===== src/rtl/dmem_write_buffer.sv =====
// Posted write buffer between the D-cache line port and slow data memory.
// Dirty-line writebacks are queued and acknowledged in one cycle, drained to
// memory in FIFO order while the port is idle; read misses take priority over
// draining, and reads that hit a queued line are served from the buffer.
module dmem_write_buffer #(
    parameter int unsigned DEPTH = 4,
    parameter int unsigned PTR_W = 2,
    localparam int unsigned ADDR_W = 28,
    localparam int unsigned DATA_W = 128
) (
    input  logic              clk,
    input  logic              proc_reset,
    input  logic              c_read,
    input  logic              c_write,
    input  logic [ADDR_W-1:0] c_addr,
    input  logic [DATA_W-1:0] c_wdata,
    output logic [DATA_W-1:0] c_rdata,
    output logic              c_ready,
    output logic              mem_read,
    output logic              mem_write,
    output logic [ADDR_W-1:0] mem_addr,
    output logic [DATA_W-1:0] mem_wdata,
    input  logic [DATA_W-1:0] mem_rdata,
    input  logic              mem_ready,
    output logic              wb_empty,
    output logic [PTR_W:0]    wb_count
);

    localparam int unsigned CNT_W = PTR_W + 1;

    localparam logic [1:0] ST_IDLE = 2'd0;
    localparam logic [1:0] ST_RD   = 2'd1;
    localparam logic [1:0] ST_WR   = 2'd2;

    typedef struct packed {
        logic [ADDR_W-1:0] addr;
        logic [DATA_W-1:0] data;
    } entry_t;

    entry_t            entry_q [DEPTH];
    entry_t            head;
    logic [PTR_W-1:0]  wr_ptr;
    logic [PTR_W-1:0]  rd_ptr;
    logic [1:0]        state;
    logic [1:0]        state_n;

    logic              hit;
    logic [DATA_W-1:0] hit_data;
    logic              push;
    logic              fwd;
    logic              pop;
    logic              c_ready_n;
    logic [DATA_W-1:0] c_rdata_n;
    logic              mem_read_n;
    logic              mem_write_n;
    logic [ADDR_W-1:0] mem_addr_n;
    logic [DATA_W-1:0] mem_wdata_n;
    logic [CNT_W-1:0]  count_n;

    assign head = entry_q[rd_ptr];

    // Associative lookup oldest-to-newest so the last match (newest) wins.
    always_comb begin
        hit      = 1'b0;
        hit_data = '0;
        for (int unsigned k = 0; k < DEPTH; k++) begin
            if ((CNT_W'(k) < wb_count) && (entry_q[rd_ptr + PTR_W'(k)].addr == c_addr)) begin
                hit      = 1'b1;
                hit_data = entry_q[rd_ptr + PTR_W'(k)].data;
            end
        end
    end

    // Request acceptance, memory FSM next state and next registered outputs.
    always_comb begin
        state_n     = state;
        mem_read_n  = mem_read;
        mem_write_n = mem_write;
        mem_addr_n  = mem_addr;
        mem_wdata_n = mem_wdata;
        c_ready_n   = 1'b0;
        c_rdata_n   = c_rdata;
        pop         = 1'b0;
        push        = c_write && !c_ready && (wb_count < CNT_W'(DEPTH));
        fwd         = c_read && !c_ready && hit;

        if (fwd) begin
            c_ready_n = 1'b1;
            c_rdata_n = hit_data;
        end
        if (push) begin
            c_ready_n = 1'b1;
        end

        case (state)
            ST_IDLE: begin
                if (c_read && !c_ready && !hit) begin
                    state_n    = ST_RD;
                    mem_read_n = 1'b1;
                    mem_addr_n = c_addr;
                end else if (wb_count != '0) begin
                    state_n     = ST_WR;
                    mem_write_n = 1'b1;
                    mem_addr_n  = head.addr;
                    mem_wdata_n = head.data;
                end
            end
            ST_RD: begin
                if (mem_ready) begin
                    state_n    = ST_IDLE;
                    mem_read_n = 1'b0;
                    c_ready_n  = 1'b1;
                    c_rdata_n  = mem_rdata;
                end
            end
            ST_WR: begin
                if (mem_ready) begin
                    state_n     = ST_IDLE;
                    mem_write_n = 1'b0;
                    pop         = 1'b1;
                end
            end
            default: state_n = ST_IDLE;
        endcase

        count_n = wb_count + CNT_W'(push) - CNT_W'(pop);
    end

    // Control state, pointers, occupancy and registered outputs.
    always_ff @(posedge clk) begin
        if (proc_reset) begin
            state     <= ST_IDLE;
            wr_ptr    <= '0;
            rd_ptr    <= '0;
            wb_count  <= '0;
            wb_empty  <= 1'b1;
            c_ready   <= 1'b0;
            c_rdata   <= '0;
            mem_read  <= 1'b0;
            mem_write <= 1'b0;
            mem_addr  <= '0;
            mem_wdata <= '0;
        end else begin
            state     <= state_n;
            wb_count  <= count_n;
            wb_empty  <= (count_n == '0);
            c_ready   <= c_ready_n;
            c_rdata   <= c_rdata_n;
            mem_read  <= mem_read_n;
            mem_write <= mem_write_n;
            mem_addr  <= mem_addr_n;
            mem_wdata <= mem_wdata_n;
            if (push) begin
                wr_ptr <= wr_ptr + PTR_W'(1);
            end
            if (pop) begin
                rd_ptr <= rd_ptr + PTR_W'(1);
            end
        end
    end

    // Line storage; written at the tail on every accepted write.
    always_ff @(posedge clk) begin
        if (proc_reset) begin
            for (int unsigned i = 0; i < DEPTH; i++) begin
                entry_q[i] <= '0;
            end
        end else if (push) begin
            entry_q[wr_ptr] <= {c_addr, c_wdata};
        end
    end

endmodule


===== config.mk =====
export PLATFORM = sky130hd
export DESIGN_NAME = dmem_write_buffer
export DESIGN_NICKNAME = d
export VERILOG_FILES = /design/src/rtl/dmem_write_buffer.sv
export SDC_FILE = /design/constraint.sdc
export NUM_CORES = 2
export LEC_CHECK = 0
export ABC_AREA = 1
export BUFFER_PORTS_ARGS = -buffer_cell sky130_fd_sc_hd__buf_2
export CORE_MARGIN = 10
export CORE_UTILIZATION = 55
export CTS_CLUSTER_DIAMETER = 150
export DETAILED_ROUTE_END_ITERATION = 6
export PLACE_DENSITY = 0.75
export SYNTH_ARGS = -nofsm -noshare
export SYNTH_HDL_FRONTEND = slang
export SYNTH_SLANG_ARGS = --single-unit

===== constraint.sdc =====
create_clock -name clk -period 17.9 [get_ports clk]
set_clock_uncertainty 0.15 [all_clocks]
set_input_delay 2.685 -clock clk [delete_from_list [all_inputs] [get_ports clk]]
set_output_delay 2.685 -clock clk [all_outputs]
set_load 0.01 [all_outputs]

* Word level (Yosys, flattened, before mapping)
Memory sizes are Yosys's and may differ from the RTL's. A register that Yosys moved wholly into a read port is not among the register bits.
Index checks and enable logic that the tools add are counted.
** Storage, ports and cells
- Output and inout port bits :: 291
- Bits in registers :: 297
- RAM bits :: 624
- Memories kept :: 1
** Operators by class
- Reduce and logical (&&, ||, !) cells :: 24
- $lt $le $gt $ge :: 5
- Bitwise operators :: 1
- Add/subtract/negate cells :: 6
- Equality and inequality tests :: 13
- Multiplexer cells :: 39
** Memory list
- entry_q :: words 4, width 156, rd ports 4, clocked after Yosys merged registers in 1, wr ports 4, RTL line 40 : entry_t entry_q [DEPTH];
** Operator list (count)
- $mux W128 :: 7
- $mux W156 :: 1
- $reduce_or A156 Y1 :: 1
- $eq A28 B28 Y1 :: 4
- $mux W28 :: 2
- $mux W1 :: 20
- $mux W2 :: 6
- $ne A2 B2 Y1 const B :: 5
- $logic_and A1 B1 Y1 :: 9
- $lt A1 B3 Y1 const A :: 2
- $lt A2 B3 Y1 const A :: 2
- $reduce_and A3 Y1 :: 2
- $reduce_bool A2 Y1 :: 3
- $add A2 B1 Y2 const B :: 2
- $add A2 B2 Y2 const B :: 2
- $pmux W1 S2 :: 2
- $pmux W2 S2 :: 1
- $reduce_and A2 Y1 :: 2
- $reduce_and A4 Y1 :: 1
- $add A3 B1 Y3 :: 1
- $logic_not A3 Y1 :: 1
- $lt A3 B3 Y1 const B :: 1
- $ne A3 B3 Y1 const B :: 1
- $reduce_bool A3 Y1 :: 1
- other kinds (8) :: 9

* Logic depth before layout (Yosys ltp)
An unclocked memory read counts as a cell.
- Depth in word-level cells :: 12
- Mapped depth :: 24

* Least setup slack after synthesis
Ideal clock, no wire load.
- Path type :: input port to flip-flop
- Start point :: in c_write
- End point :: mem entry_q[1][0] in the netlist's numbering, enable pin
- Path buffers :: 0
- Data required time :: 16.862 ns
- Path slack :: 3.098 ns
- Data arrival time :: 13.764 ns
- Cell stages on the path :: 2
- Path through :: nand3_1 -> o21ai_0
** RTL lines
- start: declaration :: RTL line 14 : input logic c_write,
- end: declaration :: RTL line 40

* Final worst setup path
- Start point :: reg rd_ptr[0]
- End point :: reg mem_wdata[39]
** Between the ends
- Longest elaborated chain between the ends :: 11
** Ends and longest elaborated chain
- start: declaration :: RTL line 43 : logic [PTR_W-1:0] rd_ptr;
- start signal: assignment :: RTL line 157 : rd_ptr <= rd_ptr + PTR_W'(1);
- $add A2 B1 Y2 :: RTL line 67 : if ((CNT_W'(k) < wb_count) && (entry_q[rd_ptr + PTR_W'(k)].addr == c_addr)) begin
- $mem_v2 Z4 W156 *
- $eq A28 B28 Y1 :: RTL line 67
- $logic_and A1 B1 Y1 :: RTL line 67
- $mux W1 (2 in a row) :: RTL line 67
- $mux W1 * :: RTL line 67
- $logic_not A1 Y1 * :: RTL line 97 : if (c_read && !c_ready && !hit) begin
- $logic_and A1 B1 Y1 * :: RTL line 97
- $not A1 Y1 (no line) *
- $reduce_and A3 Y1 (no line) *
- end signal: assignment :: RTL line 152 : mem_wdata <= mem_wdata_n;
- end: declaration :: RTL line 22 : output logic [DATA_W-1:0] mem_wdata,
Mark *: on every way between the ends. The rest lies on a longest branch, timed or not.
A chain may end at the register's enable or synchronous reset.

==> metrics.md <==
| Metric | Value |
|---|---|
| Run status | finished clean |
| Share of layout cells above drive strength 1 | 0.1004 |
| Post-Synth Adder-Cell Area | 0.001906 |
| Clock Root Buffer | clkbuf_16 |
| Final Hold Vio Count | 0 |
| Least-Margin Pin Slew | 1.317 ns |
| Grt peak-use layer | met2 |
| Post-synthesis register bit count | 923 |
| Period minus WS final | 8.267 ns |
| Postcts setup bufs | 0 |
| Top FF cell, synth | edfxtp_1 |
| YS warnings | 0 |
| Static Leak | 27.52 nW |
| Synthesized cell area | 0.05646 mm² |
| Core area | 0.1019 mm² |
| Crit-path max FO | 172 |
| Initial Utilization | 0.5541 |
| Fin. max-slew vios | 0 |
| Power per cell area | 125.9 mW/mm² |
| Area Overhead vs Synth | 11.22% |
| Die area | 0.1159 mm² |
| Share of the synthesized area in the top cell type | 0.3319 |
| Hold crit path type | reg2reg |
| Synthesized Nets | 8,555 |
| Max-slew headroom | 0.1222 |
| WL/cell | 20.68 µm |
| Total Routing Usage GR | 0.3320 |
| Final period utilization | 0.4618 |
| Final Net Count | 8,704 |
| Via count | 58.06k |
| Crit path launch type | register |
| Met2 Usage GRT | 0.5376 |
| Die H | 340.4 µm |
| Largest family of logic cells by synthesized area | simple AND/OR/NAND/NOR gates |
| # resized after CTS | 0 |
| Worst setup path class | reg2reg |
| Cts bufs inserted | 104 |
| Setup crit end kind | register |
| Asr flop ratio synth | 0 |
| Hold Path Depth | 2 |
| Sequential element share of the synthesized area | 0.4379 |
| Synth Area in Simple Gates | 0.2408 |
| Cells after Synth | 8,258 |
| Clock Latency Late Sink | 0.71 ns |
| PortBufs | 579 |
| Worst Hold Endpoint | state[1] |
| Initial antenna violation count | 8 |
| ANT nets after route | 0 |
| Final Wtd Congestion | 0.9476 |
| Setup violators final | 0 |
| Vias/cell | 5.881 |
| RSZ-0062 raised after global routing | false |
| DR DRC count | 0 |
| # Max-Cap Violations | 0 |
| FMAX | 0.1210 GHz |
| Hold WS | 0.3323 ns |
| IO Pins | 580 |
| R2R setup slack | 9.63 ns |
| R2R depth | 21 |
| Congestion Overflow GR | 0 |
| CTS tree | yes |
| Largest net degree at the start of global routing | 250 |
| Worst hold start | state[1] |
| Reg2Reg Capture Point | mem_wdata[39] |
| Rows | 117 |
| Max Root-Sink Buffers | 3 |
| First-pass GRT wire length | 306.8 mm |
| Distinct cells, synth | 37 |
| CTS Hold Bufs | 0 |
| Dpl hpwl | 120.8 mm |
| Worst-path clk slew | 0.06 ns |
| Arrival time at the worst endpoint | 8.75 ns |
| Worst VDD drop | 0.1023 mV |
| TNS Setup | 0 ns |
| WP data required | 18.38 ns |
| Number of enable flip-flop cells after synthesis | 624 |
| 1st-iter DRT viols | 6,984 |
| Area leader, netlist | edfxtp_1 |
| Die X-Extent | 340.4 µm |
| Post-Synth XOR/XNOR Area | 0.0007756 |
| Grt met1 use | 0.4171 |
| Clock sink count | 923 |
| WL final | 204.2 mm |
| Vias in the first global route | 54.03k |
| R2r startpoint | rd_ptr[0] |
| Htree depth | 3 |
| Pre-antenna DRT Iters | 7 |
| Avg Inst Size Synth | 6.837 µm² |
| Synth Area in Compound Gates | 0.2049 |
| Mux cell area share after synthesis | 0 |
| Synth area leaders | edfxtp_1, nand2_1, dfxtp_1, o21ai_0, nor2_1 |
| M3 GR Usage | 0.06742 |
[where the power goes]
group	internal [mW]	switching [mW]
sequential	2.71	0.248
clock	1.32	0.933
combinational	0.765	1.92
total	4.80	3.10
[through the flow]
| step | power, mW | setup slack, ns | std cells | utilization | cell area (µm²) |
|---|---|---|---|---|---|
| 4_1_cts | 7.851 | 9.879 | 9864 | 0.6161 | 62780 |
| 5_1_grt | 8.295 | 9.064 | 9869 | 0.6163 | 62790 |
| 3_5_place_dp | 5.615 | 9.882 | 9669 | 0.5809 | 59180 |
| 3_3_place_gp | 5.561 | 10.03 | 9669 | 0.5809 | 59180 |
| 2_1_floorplan | 4.749 | 3.098 | 8258 | - | 56460 |
| 6_report | 7.903 | 9.633 | 9871 | 0.6163 | 62800 |
[critical path, stage by stage (launching register included)]
cell	delay [ns]
dfxtp_4	0.69
inv_4	0.36
nand2_4	0.85
nand2_8	0.87
nand2_1	0.31
nand2_1	0.08
nand2_1	0.06
nand2_1	0.05
nor2_1	0.22
nand2_1	0.11
nor2_1	0.17
nand2_1	0.11
nor2_4	0.14
buf_12	0.59
nor2_4	0.08
nand3_2	0.10
buf_4	0.54
nand2_1	0.34
inv_8	0.75
buf_4	0.88
o21ai_1	0.12
a21oi_1	0.16
[area by class of cell]
cell class                 instances  area (µm²)
antenna                            7       17.52
clock buffer                     138        3033
clock inverter                    57       563.0
fill                            9315       39090
inverter                        1014        3860
multi-input combinational       5721       25430
sequential                       923       24740
tap                             1368        1712
timing repair buffer             643        3441
[logic make-up after synthesis]
| family | Yosys count |
|---|---|
| xor gates and xnor gates | 5 |
| and+or+nand+nor | 3470 |
| AOI/OAI and AO/OA | 2238 |
| buffers and inverters | 1614 |
| DFF | 923 |
| adders and majority gates | 8 |
[worst max-delay path by stage]
stage	startpoint	slack [ns]	cells after the start	endpoint
after global routing	rd_ptr[0]	9.06	21	mem_wdata[30]
after CTS	rd_ptr[0]	9.88	21	mem_wdata[21]
after floorplan	c_write	3.10	2	entry_q[1][0]
final	rd_ptr[0]	9.63	21	mem_wdata[39]
after global placement	rd_ptr[0]	10.03	21	mem_wdata[48]
after detailed placement	rd_ptr[0]	9.88	21	mem_wdata[39]
[cell usage in the layout (no fill, tap or decap), drive strengths merged, types with 138 or more instances in the layout]
master,n
buf,643
inv,1011
clkbuf,138
nand3,337
edfxtp,624
nor2,1039
o22ai,242
a21oi,619
nand2,2044
dfxtp,299
o21ai,1358
[registers in the layout (all words and copies together) (netlist names), named ones only]
| signal | count |
|---|---|
| c_rdata | 128 |
| wr_ptr | 2 |
| entry_q | 624 |
| state | 2 |
| wb_empty | 1 |
| c_ready | 1 |
| mem_read | 1 |
| mem_write | 1 |
| mem_addr | 28 |
| wb_count | 3 |
| rd_ptr | 2 |
| mem_wdata | 128 |
[metal layers]
metal,part of all wire,wire [µm]
met2,0.46,93460
met3,0.11,23280
met5,0.00013,26
met1,0.38,76730
met4,0.052,10650
[cells in the mapped netlist (5+ instances only)]
cell type,count
edfxtp_1,624
nand4_1,5
nand2_1,2038
nor2_4,5
buf_6,20
nand2_2,5
nor3_1,41
nor2_1,1031
o22ai_1,242
o21ai_0,1182
o2bb2ai_1,12
ha_1,7
buf_4,24
inv_1,1004
a21oi_1,619
buf_1,57
buf_2,97
o21ai_1,176
clkbuf_1,402
dfxtp_1,299
nand3_1,336
clkinv_1,5
Power figures use the tool's default switching activity.
